**config.mk**
```make
export PLATFORM = sky130hd
export DESIGN_NAME = if_stage
export DESIGN_NICKNAME = d
export VERILOG_FILES = /design/src/rtl/cpu_pkg.sv /design/src/rtl/if_hold_buf.sv /design/src/rtl/if_stage.sv
export SDC_FILE = /design/constraint.sdc
export NUM_CORES = 1
export LEC_CHECK = 0
export ABC_AREA = 1
export BUFFER_PORTS_ARGS = -buffer_cell sky130_fd_sc_hd__buf_2
export CAP_MARGIN = 20
export CORE_MARGIN = 5
export CORE_UTILIZATION = 55
export CTS_CLUSTER_SIZE = 20
export DETAILED_ROUTE_END_ITERATION = 16
export GPL_TIMING_DRIVEN = 0
export PLACE_DENSITY = 0.82
export SLEW_MARGIN = 20
export SYNTH_ARGS = -nofsm -noshare
export SYNTH_HDL_FRONTEND = slang
export SYNTH_SLANG_ARGS = --single-unit
export TNS_END_PERCENT = 1
```
**constraint.sdc**
```tcl
create_clock -name clk_i -period 7.8 [get_ports clk_i]
set_input_delay 1.56 -clock clk_i [delete_from_list [all_inputs] [get_ports clk_i]]
set_output_delay 1.56 -clock clk_i [all_outputs]
set_load 0.01 [all_outputs]
```
**src/rtl/cpu_pkg.sv**
```systemverilog
// cpu_pkg: shared definitions for the 4-bit-opcode in-order core.
//   - opcode constants and instruction field positions
//   - NOP_INSTR, the bubble word (opcode 4'b1111, writes nothing)
//   - fetch_state_t, the instruction-fetch FSM state encoding
package cpu_pkg;

  localparam logic [3:0] OP_LW    = 4'h0;
  localparam logic [3:0] OP_SW    = 4'h1;
  localparam logic [3:0] OP_LI    = 4'h2;
  localparam logic [3:0] OP_ADDU  = 4'h3;
  localparam logic [3:0] OP_ADDIU = 4'h4;
  localparam logic [3:0] OP_SLL   = 4'h5;
  localparam logic [3:0] OP_MUL   = 4'h6;
  localparam logic [3:0] OP_BGE   = 4'h7;
  localparam logic [3:0] OP_J     = 4'h8;
  localparam logic [3:0] OP_MULI  = 4'h9;
  localparam logic [3:0] OP_NOP   = 4'hF;

  localparam int OPCODE_MSB = 31;
  localparam int OPCODE_LSB = 28;
  localparam int RD_MSB     = 27;
  localparam int RD_LSB     = 23;
  localparam int RS_MSB     = 22;
  localparam int RS_LSB     = 18;
  localparam int RT_MSB     = 17;
  localparam int RT_LSB     = 13;

  localparam logic [31:0] NOP_INSTR = 32'hF000_0000;

  typedef enum logic [1:0] {
    FETCH_IDLE,
    FETCH_REQ,
    FETCH_RESP,
    FETCH_HOLD
  } fetch_state_t;

  function automatic logic [3:0] instr_opcode(input logic [31:0] instr);
    return instr[OPCODE_MSB:OPCODE_LSB];
  endfunction

  function automatic logic [4:0] instr_rd(input logic [31:0] instr);
    return instr[RD_MSB:RD_LSB];
  endfunction

  function automatic logic [4:0] instr_rs(input logic [31:0] instr);
    return instr[RS_MSB:RS_LSB];
  endfunction

  function automatic logic [4:0] instr_rt(input logic [31:0] instr);
    return instr[RT_MSB:RT_LSB];
  endfunction

endpackage

```
**src/rtl/if_hold_buf.sv**
```systemverilog
// if_hold_buf: one-entry instruction/PC holding register.
// Catches a fetch response that arrives while IF/ID is frozen.
// Ports:
//   clk_i, rst_i      clock, async active-high reset
//   clear_i           drop the entry (wins over load)
//   load_i            capture instr_i/pc_i and mark valid
//   instr_i, pc_i     word and its PC
//   valid_o           entry holds a word
//   instr_o, pc_o     held word and its PC
module if_hold_buf #(
  parameter int unsigned PC_WIDTH = 32
) (
  input  logic                clk_i,
  input  logic                rst_i,
  input  logic                clear_i,
  input  logic                load_i,
  input  logic [31:0]         instr_i,
  input  logic [PC_WIDTH-1:0] pc_i,
  output logic                valid_o,
  output logic [31:0]         instr_o,
  output logic [PC_WIDTH-1:0] pc_o
);
  import cpu_pkg::*;

  always_ff @(posedge clk_i or posedge rst_i) begin
    if (rst_i) begin
      valid_o <= 1'b0;
      instr_o <= NOP_INSTR;
      pc_o    <= '0;
    end else if (clear_i) begin
      valid_o <= 1'b0;
    end else if (load_i) begin
      valid_o <= 1'b1;
      instr_o <= instr_i;
      pc_o    <= pc_i;
    end
  end

endmodule

```
**src/rtl/if_stage.sv**
```systemverilog
// if_stage: instruction fetch plus IF/ID pipeline register.
// Owns the PC, issues single-outstanding word fetches over req/gnt/rvalid,
// and presents the fetched word on ir1_o/pc1_o/valid1_o.
// Ports:
//   clk_i, rst_i                 clock, async active-high reset
//   stall_pc_i                   hold PC, no new fetch
//   stall_ifid_i                 freeze IF/ID
//   redirect_i, redirect_pc_i    taken branch/jump from EX (overrides stalls)
//   imem_req_o, imem_addr_o      fetch request and word address
//   imem_gnt_i                   request accepted
//   imem_rvalid_i, imem_rdata_i  response
//   ir1_o, pc1_o, valid1_o       IF/ID instruction, its PC, real-vs-bubble
// Optional (macro IF_PERF_CNT_EN): fetch_cnt_o, stall_cnt_o, drop_cnt_o,
//   32-bit saturating counters of delivered words, stall_pc cycles and
//   responses discarded by redirect.
//
// state | meaning
// IDLE  | one cycle after reset release, no request
// REQ   | request presented at pc, waiting for gnt
// RESP  | request granted, waiting for rvalid (drop set: discard it)
// HOLD  | stall_pc holds off the next request
module if_stage #(
  parameter int unsigned          PC_WIDTH  = 32,
  parameter logic [PC_WIDTH-1:0]  RESET_PC  = '0,
  parameter logic [31:0]          NOP_INSTR = cpu_pkg::NOP_INSTR
) (
  input  logic                clk_i,
  input  logic                rst_i,
  input  logic                stall_pc_i,
  input  logic                stall_ifid_i,
  input  logic                redirect_i,
  input  logic [PC_WIDTH-1:0] redirect_pc_i,
  output logic                imem_req_o,
  output logic [PC_WIDTH-1:0] imem_addr_o,
  input  logic                imem_gnt_i,
  input  logic                imem_rvalid_i,
  input  logic [31:0]         imem_rdata_i,
  output logic [31:0]         ir1_o,
  output logic [PC_WIDTH-1:0] pc1_o,
  output logic                valid1_o
`ifdef IF_PERF_CNT_EN
  ,
  output logic [31:0]         fetch_cnt_o,
  output logic [31:0]         stall_cnt_o,
  output logic [31:0]         drop_cnt_o
`endif
);
  import cpu_pkg::*;

  fetch_state_t          state_q, state_d;
  logic [PC_WIDTH-1:0]   pc_q, pc_d;
  logic                  drop_q, drop_d;

  logic                  resp_seen, resp_keep, resp_discard;
  logic                  hold_valid, hold_load, hold_clear;
  logic [31:0]           hold_instr;
  logic [PC_WIDTH-1:0]   hold_pc;
  logic                  ifid_load;

  assign resp_seen    = (state_q == FETCH_RESP) && imem_rvalid_i;
  assign resp_keep    = resp_seen && !drop_q && !redirect_i;
  assign resp_discard = resp_seen && (drop_q || redirect_i);

  // A presented request stays up until granted; stall_pc only keeps the
  // next one from being launched.
  always_comb begin
    state_d     = state_q;
    pc_d        = pc_q;
    drop_d      = drop_q;
    imem_req_o  = 1'b0;
    imem_addr_o = pc_q;
    unique case (state_q)
      FETCH_IDLE: state_d = FETCH_REQ;
      FETCH_REQ: begin
        imem_req_o = 1'b1;
        if (imem_gnt_i) state_d = FETCH_RESP;
      end
      FETCH_RESP: begin
        if (imem_rvalid_i) begin
          drop_d  = 1'b0;
          if (!drop_q) pc_d = pc_q + PC_WIDTH'(1);
          state_d = stall_pc_i ? FETCH_HOLD : FETCH_REQ;
        end
      end
      FETCH_HOLD: if (!stall_pc_i) state_d = FETCH_REQ;
      default:    state_d = FETCH_IDLE;
    endcase
    if (redirect_i) begin
      pc_d = redirect_pc_i;
      // Anything granted but not yet answered must be thrown away.
      if (((state_q == FETCH_RESP) && !imem_rvalid_i) ||
          ((state_q == FETCH_REQ) && imem_gnt_i)) begin
        drop_d  = 1'b1;
        state_d = FETCH_RESP;
      end else begin
        drop_d  = 1'b0;
        state_d = FETCH_REQ;
      end
    end
  end

  always_ff @(posedge clk_i or posedge rst_i) begin
    if (rst_i) begin
      state_q <= FETCH_IDLE;
      pc_q    <= RESET_PC;
      drop_q  <= 1'b0;
    end else begin
      state_q <= state_d;
      pc_q    <= pc_d;
      drop_q  <= drop_d;
    end
  end

  // IF/ID always takes the oldest waiting word: the held one first, and a
  // response landing in the same cycle refills the buffer.
  assign ifid_load  = !redirect_i && !stall_ifid_i && (hold_valid || resp_keep);
  assign hold_load  = resp_keep && (stall_ifid_i || hold_valid);
  assign hold_clear = redirect_i || (ifid_load && hold_valid && !hold_load);

  if_hold_buf #(.PC_WIDTH(PC_WIDTH)) u_hold_buf (
    .clk_i   (clk_i),
    .rst_i   (rst_i),
    .clear_i (hold_clear),
    .load_i  (hold_load),
    .instr_i (imem_rdata_i),
    .pc_i    (pc_q),
    .valid_o (hold_valid),
    .instr_o (hold_instr),
    .pc_o    (hold_pc)
  );

  always_ff @(posedge clk_i or posedge rst_i) begin
    if (rst_i) begin
      ir1_o    <= NOP_INSTR;
      pc1_o    <= '0;
      valid1_o <= 1'b0;
    end else if (redirect_i) begin
      ir1_o    <= NOP_INSTR;
      valid1_o <= 1'b0;
    end else if (ifid_load) begin
      ir1_o    <= hold_valid ? hold_instr : imem_rdata_i;
      pc1_o    <= hold_valid ? hold_pc    : pc_q;
      valid1_o <= 1'b1;
    end
  end

`ifdef IF_PERF_CNT_EN
  always_ff @(posedge clk_i or posedge rst_i) begin
    if (rst_i) begin
      fetch_cnt_o <= '0;
      stall_cnt_o <= '0;
      drop_cnt_o  <= '0;
    end else begin
      if (ifid_load && (fetch_cnt_o != '1))   fetch_cnt_o <= fetch_cnt_o + 32'd1;
      if (stall_pc_i && (stall_cnt_o != '1))  stall_cnt_o <= stall_cnt_o + 32'd1;
      if (resp_discard && (drop_cnt_o != '1)) drop_cnt_o  <= drop_cnt_o + 32'd1;
    end
  end
`else
  logic unused_discard;
  assign unused_discard = resp_discard;
`endif

endmodule

```
# Word-level counts from Yosys, hierarchy flattened
# Cells that the tools add are included.
[classes] bitwise=2 n_addsub=1 muxes=24 n_reduce_logical=29 eq_ne=7
[op_table] operator="two-way mux 32 bit" count=8
[op_table] operator="adder 32 x 1 -> 32 bit, second input constant" count=1
[op_table] operator="two-way mux 2 bit" count=6
[op_table] operator="logical AND 1 bit" count=10
[op_table] operator="two-way mux 1 bit" count=9
[op_table] operator="inequality test 3 bit, second input constant" count=3
[op_table] operator="one-hot mux 2 bit (4 select lines)" count=1
[op_table] operator="nonzero test 2 bit" count=4
[op_table] operator="AND reduction 2 bit" count=3
[op_table] operator="AND reduction 3 bit" count=2
[op_table] operator="logical NOT 1 bit" count=5
[op_table] operator="== test 2 bit, second input constant" count=2
[op_table] operator="logical OR 1 bit" count=4
[op_table] operator="== test 2 x 1 -> 1 bit, second input constant" count=1
[op_table] operator="logical NOT 2 bit" count=1
[op_table] operator="inequality test 2 bit, second input constant" count=1
[op_table] operator="inverter 1 bit" count=2
[word_totals] input_bits=71 word_cells=72 regBits=165 out_inout_bits=98

# Logic depth before layout (Yosys ltp)
[depth] ltp_word=11 ltp_mapped=11 ltp_nobuf=10

# Hierarchy
# A second synthesis with hierarchy kept.
[unflattened] hier_cells=1045 hier_area_um2=8318.0
[by_module_without_submodules] module="if_stage" seq_area_each_um2=2507.4 cells_each=762 instances=1 area_each_um2=5700.5
[by_module_without_submodules] module="if_hold_buf" seq_area_each_um2=1631.6 cells_each=283 instances=1 area_each_um2=2617.5

# Worst setup path after synthesis
# Ideal clock, no wire load.
[synth_path] path_kind="input-to-reg" start="input redirect_i" end="register u_hold_buf.pc_o[0]" setup_slack_ps=5218 arrival_ps=2463 setup_time_ps=119 cell_stages=9 t_required_ps=7681 path_buffers=3 path_cell_list="buf_2 > inv_2 > nand2_4 > inv_6 > o21ai_4 > buf_6 > buf_6 > nand2_1 > o21ai_2"
[synth_via] elab_chain_len=9 elab_cells_between_ends=12 classes_between="bitwise (1); reduce/logical (11)"
[synth_rtl] item="start, declared" line="if_stage.sv:31" rtl="input logic redirect_i,"
[synth_rtl] item="logical NOT 1 bit" line="if_stage.sv:61, if_stage.sv:116"
[synth_rtl] item="logical AND 1 bit" line="if_stage.sv:61" rtl="assign resp_keep = resp_seen && !drop_q && !redirect_i;"
[synth_rtl] item="logical OR 1 bit" line="if_stage.sv:116" rtl="assign ifid_load = !redirect_i && !stall_ifid_i && (hold_valid || resp_keep);"
[synth_rtl] item="logical AND 1 bit" line="if_stage.sv:116"
[synth_rtl] item="logical AND 1 bit (2 in series)" line="if_stage.sv:118" rtl="assign hold_clear = redirect_i || (ifid_load && hold_valid && !hold_load);"
[synth_rtl] item="logical OR 1 bit" line="if_stage.sv:118"
[synth_rtl] item="inverter 1 bit (no source line)"
[synth_rtl] item="AND reduction 2 bit (no source line) *"
[synth_rtl] item="end signal, assigned" line="if_hold_buf.sv:35" rtl="pc_o <= pc_i;"
[synth_rtl] item="end, declared" line="if_hold_buf.sv:21" rtl="output logic [PC_WIDTH-1:0] pc_o"
# Every way passes the cells marked *; elsewhere a longest branch is shown, timed or not.
# A chain may end at the register's enable or synchronous reset.

# Final worst setup path
[layout_path] start="register state_q[1]" end="output imem_req_o"
[layout_via] elab_chain_len=2
[layout_rtl] item="start, declared" line="if_stage.sv:50" rtl="fetch_state_t state_q, state_d;"
[layout_rtl] item="start signal, assigned" line="if_stage.sv:108" rtl="state_q <= state_d;"
[layout_rtl] item="== test 2 x 1 -> 1 bit" line="if_stage.sv:72" rtl="unique case (state_q)"
[layout_rtl] item="two-way mux 1 bit" line="if_stage.sv:72"
[layout_rtl] item="end, declared" line="if_stage.sv:33" rtl="output logic imem_req_o,"
# No other way between the ends.

==> summary.txt <==
Run status
  • Status: finished, final reports clean

STA
  • Final WS setup: 4.95 ns
  • Fin crit share: 0.366
  • Slew Viols, Final: 0
  • RSZ-0062 raised after global routing: false
  • Hold Fails Final Rpt: 0
  • Fmax: 350 MHz
  • Setup-failing EPs final: 0
  • Slew margin rel.: 0.546
  • Worst-Margin Slew: 0.681 ns
  • Worst Skew: 0.0151 ns
  • Final worst path period need: 2.85 ns

Clock tree
  • Post-CTS sizing: 0
  • Number of setup buffers added after CTS: 0
  • Sink Count: 165
  • TritonCTS clock tree: built
  • Clk root buf: clkbuf_16
  • H-tree depth: 4
  • Latest clock arrival within the worst-skew pair: 0.45 ns
  • CTS clock-pin slew for the worst setup and hold paths: 0.07 ns
  • Max Buffers Root-to-Sink: 2
  • Num CTS Buffers: 17
  • CTS Hold Bufs: 0

Logic synthesis
  • Syn_nets: 1,105
  • Cell area after synthesis: 8310 µm²
  • Ranking of synthesized cells by area: dfrtp_1, nand2_1, o21ai_2
  • Register bit total from synthesis: 165
  • Synth warnings: 0
  • Area share of the largest cell type after synthesis: 0.473
  • Yosys cell types: 35
  • Leading area contributor after synthesis: dfrtp_1
  • Syn_area_per_cell: 8.08 µm²
  • Seq/Total Area, Yosys: 0.498
  • Cell count after synthesis: 1,029

Global route
  • Initial antenna violation count: 0
  • Largest net degree at the start of global routing: 88
  • GRT Resource Usage Total: 0.279
  • Global-route wire length before repair: 39.2 mm
  • Met3 GRT Util: 0.0601
  • Total gr overflow: 0
  • Routing usage on met1: 0.369
  • Vias in the first global route: 7,648
  • GRT Max-Usage Layer: met2
  • GR Util met2: 0.451

Cells and area
  • Fraction of layout instances using a drive strength above 1: 0.247
  • Area growth, synth to finish: 20.1%
  • Fill count: 1,218
  • Commonest non-fill, non-tap cell in the layout: nand2_1
  • Commonest non-fill, non-tap cells in the layout: nand2_1, buf_2, dfrtp_1
  • Final #Nets: 1,292
  • Ant diodes: 0

Setup path
  • CP required: 6.24 ns
  • Setup crit end kind: output pin
  • Worst r2r src: state_q[0]
  • Worst Setup Start Kind: flip-flop
  • Kind of critical path: flip-flop to output pin
  • Critical Path Start: state_q[1]
  • Worst path arrival time: 1.29 ns
  • CP max FO: 3

Floorplan
  • Die area: 17,700 µm²
  • Die width: 133 µm
  • Core area: 15,000 µm²
  • Die Y: 133 µm
  • Std cell rows: 45
  • Initial core utilization: 0.553
  • IO Pins: 169

Power and ir drop
  • Leak Pwr: 5.18 nW
  • VDD IR max: 0.187 mV
  • Power per cell area: 292 nW/µm²
  • PnR Total Power: 2.92 mW

Routing
  • Initial DRC Count: 752
  • Routed WL: 24.5 mm
  • Post-detailed-route count of antenna-violating nets: 0
  • Residual DRC: 0
  • Total vias in the final route: 7,894
  • Routed length per instance: 17.3 µm
  • Vias/cell: 5.57
  • 1st-pass router iterations: 7

Placement
  • Post-DP HPWL: 17.9 mm
  • Placer congestion estimate: 0.979
  • Place WS: 4.83 ns
  • PortBufs: 167

Min path
  • Worst min-delay path category: flip-flop to flip-flop
  • HP Start: u_hold_buf.instr_o[28]

Job
  • Max cap viols: 0
-- cell families after synthesis --
logic type | after synthesis | share of synthesized area
fa+ha+maj | 5 | 0.00752
flops | 165 | 0.498
buf+inv | 148 | 0.0861
simple gates | 502 | 0.245
compound gates | 209 | 0.164
-- layer usage --
layer	share of wire	up-vias
met3	0.084	47
met4	0.025	0
met5	0	-
met1	0.41	3783
met2	0.48	368
li1	-	3696
-- cell usage after synthesis (all sizes together) --
library cell  number
nand2            326
dfrtp            157
o21ai            138
nor2              97
inv               92
nand3             76
a31oi             34
buf               34
clkbuf            21
a21oi             18
o211ai            14
dfstp              8
ha                 5
and2               2
o22ai              2
a211oi             1
clkinv             1
nor3b              1
o21bai             1
o31ai              1
-- cell type report --
type / count / area, µm² / area share
clock inverter: 12 / 125 / 0.0125
inverter: 93 / 362 / 0.0362
buffer: 55 / 362 / 0.0362
multi-input combinational: 716 / 3460 / 0.347
timing repair buffer: 168 / 863 / 0.0865
tap: 188 / 235 / 0.0236
sequential: 165 / 4140 / 0.415
clock buffer: 20 / 437 / 0.0437
-- where the power goes --
part	switching, mW	internal, mW	leakage [nW]
clock network	0.370	0.447	0.265
logic	0.474	0.319	2.82
registers	0.184	1.13	2.09
total	1.03	1.89	5.18
-- flip-flops by register name, summed over array words and instances (netlist names), 2 cells and up --
register / cells
imem_addr_o: 32
state_q: 2
pc1_o: 32
u_hold_buf.pc_o: 32
ir1_o: 32
u_hold_buf.instr_o: 32
-- critical path, stage by stage (launching register included) --
cell,delay (ns)
dfrtp_1,0.40
inv_1,0.11
ha_1,0.20
buf_2,0.15
-- worst paths after layout --
check / depth (start not counted) / endpoint / slack (ns)
worst min register to register: 2 / u_hold_buf.instr_o[28] / 0.48
worst max-delay path: 3 / imem_req_o / 4.95
worst max register to register: 8 / imem_addr_o[18] / 5.79
max in group asynchronous: 3 / u_hold_buf.instr_o[31] / 5.77
worst min-delay path: 2 / u_hold_buf.instr_o[28] / 0.48
min in group asynchronous: 2 / pc1_o[22] / 1.19
-- stage by stage --
stage	instances	instance area (µm²)	utilization	hold slack (ns)	TNS [ns]
6_report	1417	9980	0.664	0.476	0
5_1_grt	1417	9980	0.664	0.497	0
4_1_cts	1417	9980	0.664	0.478	0
3_5_place_dp	1385	9420	0.627	0.462	0
3_3_place_gp	1384	9390	0.624	0.458	-15.56
2_1_floorplan	1029	8310	-	0.450	0
Power figures use the tool's default switching activity.
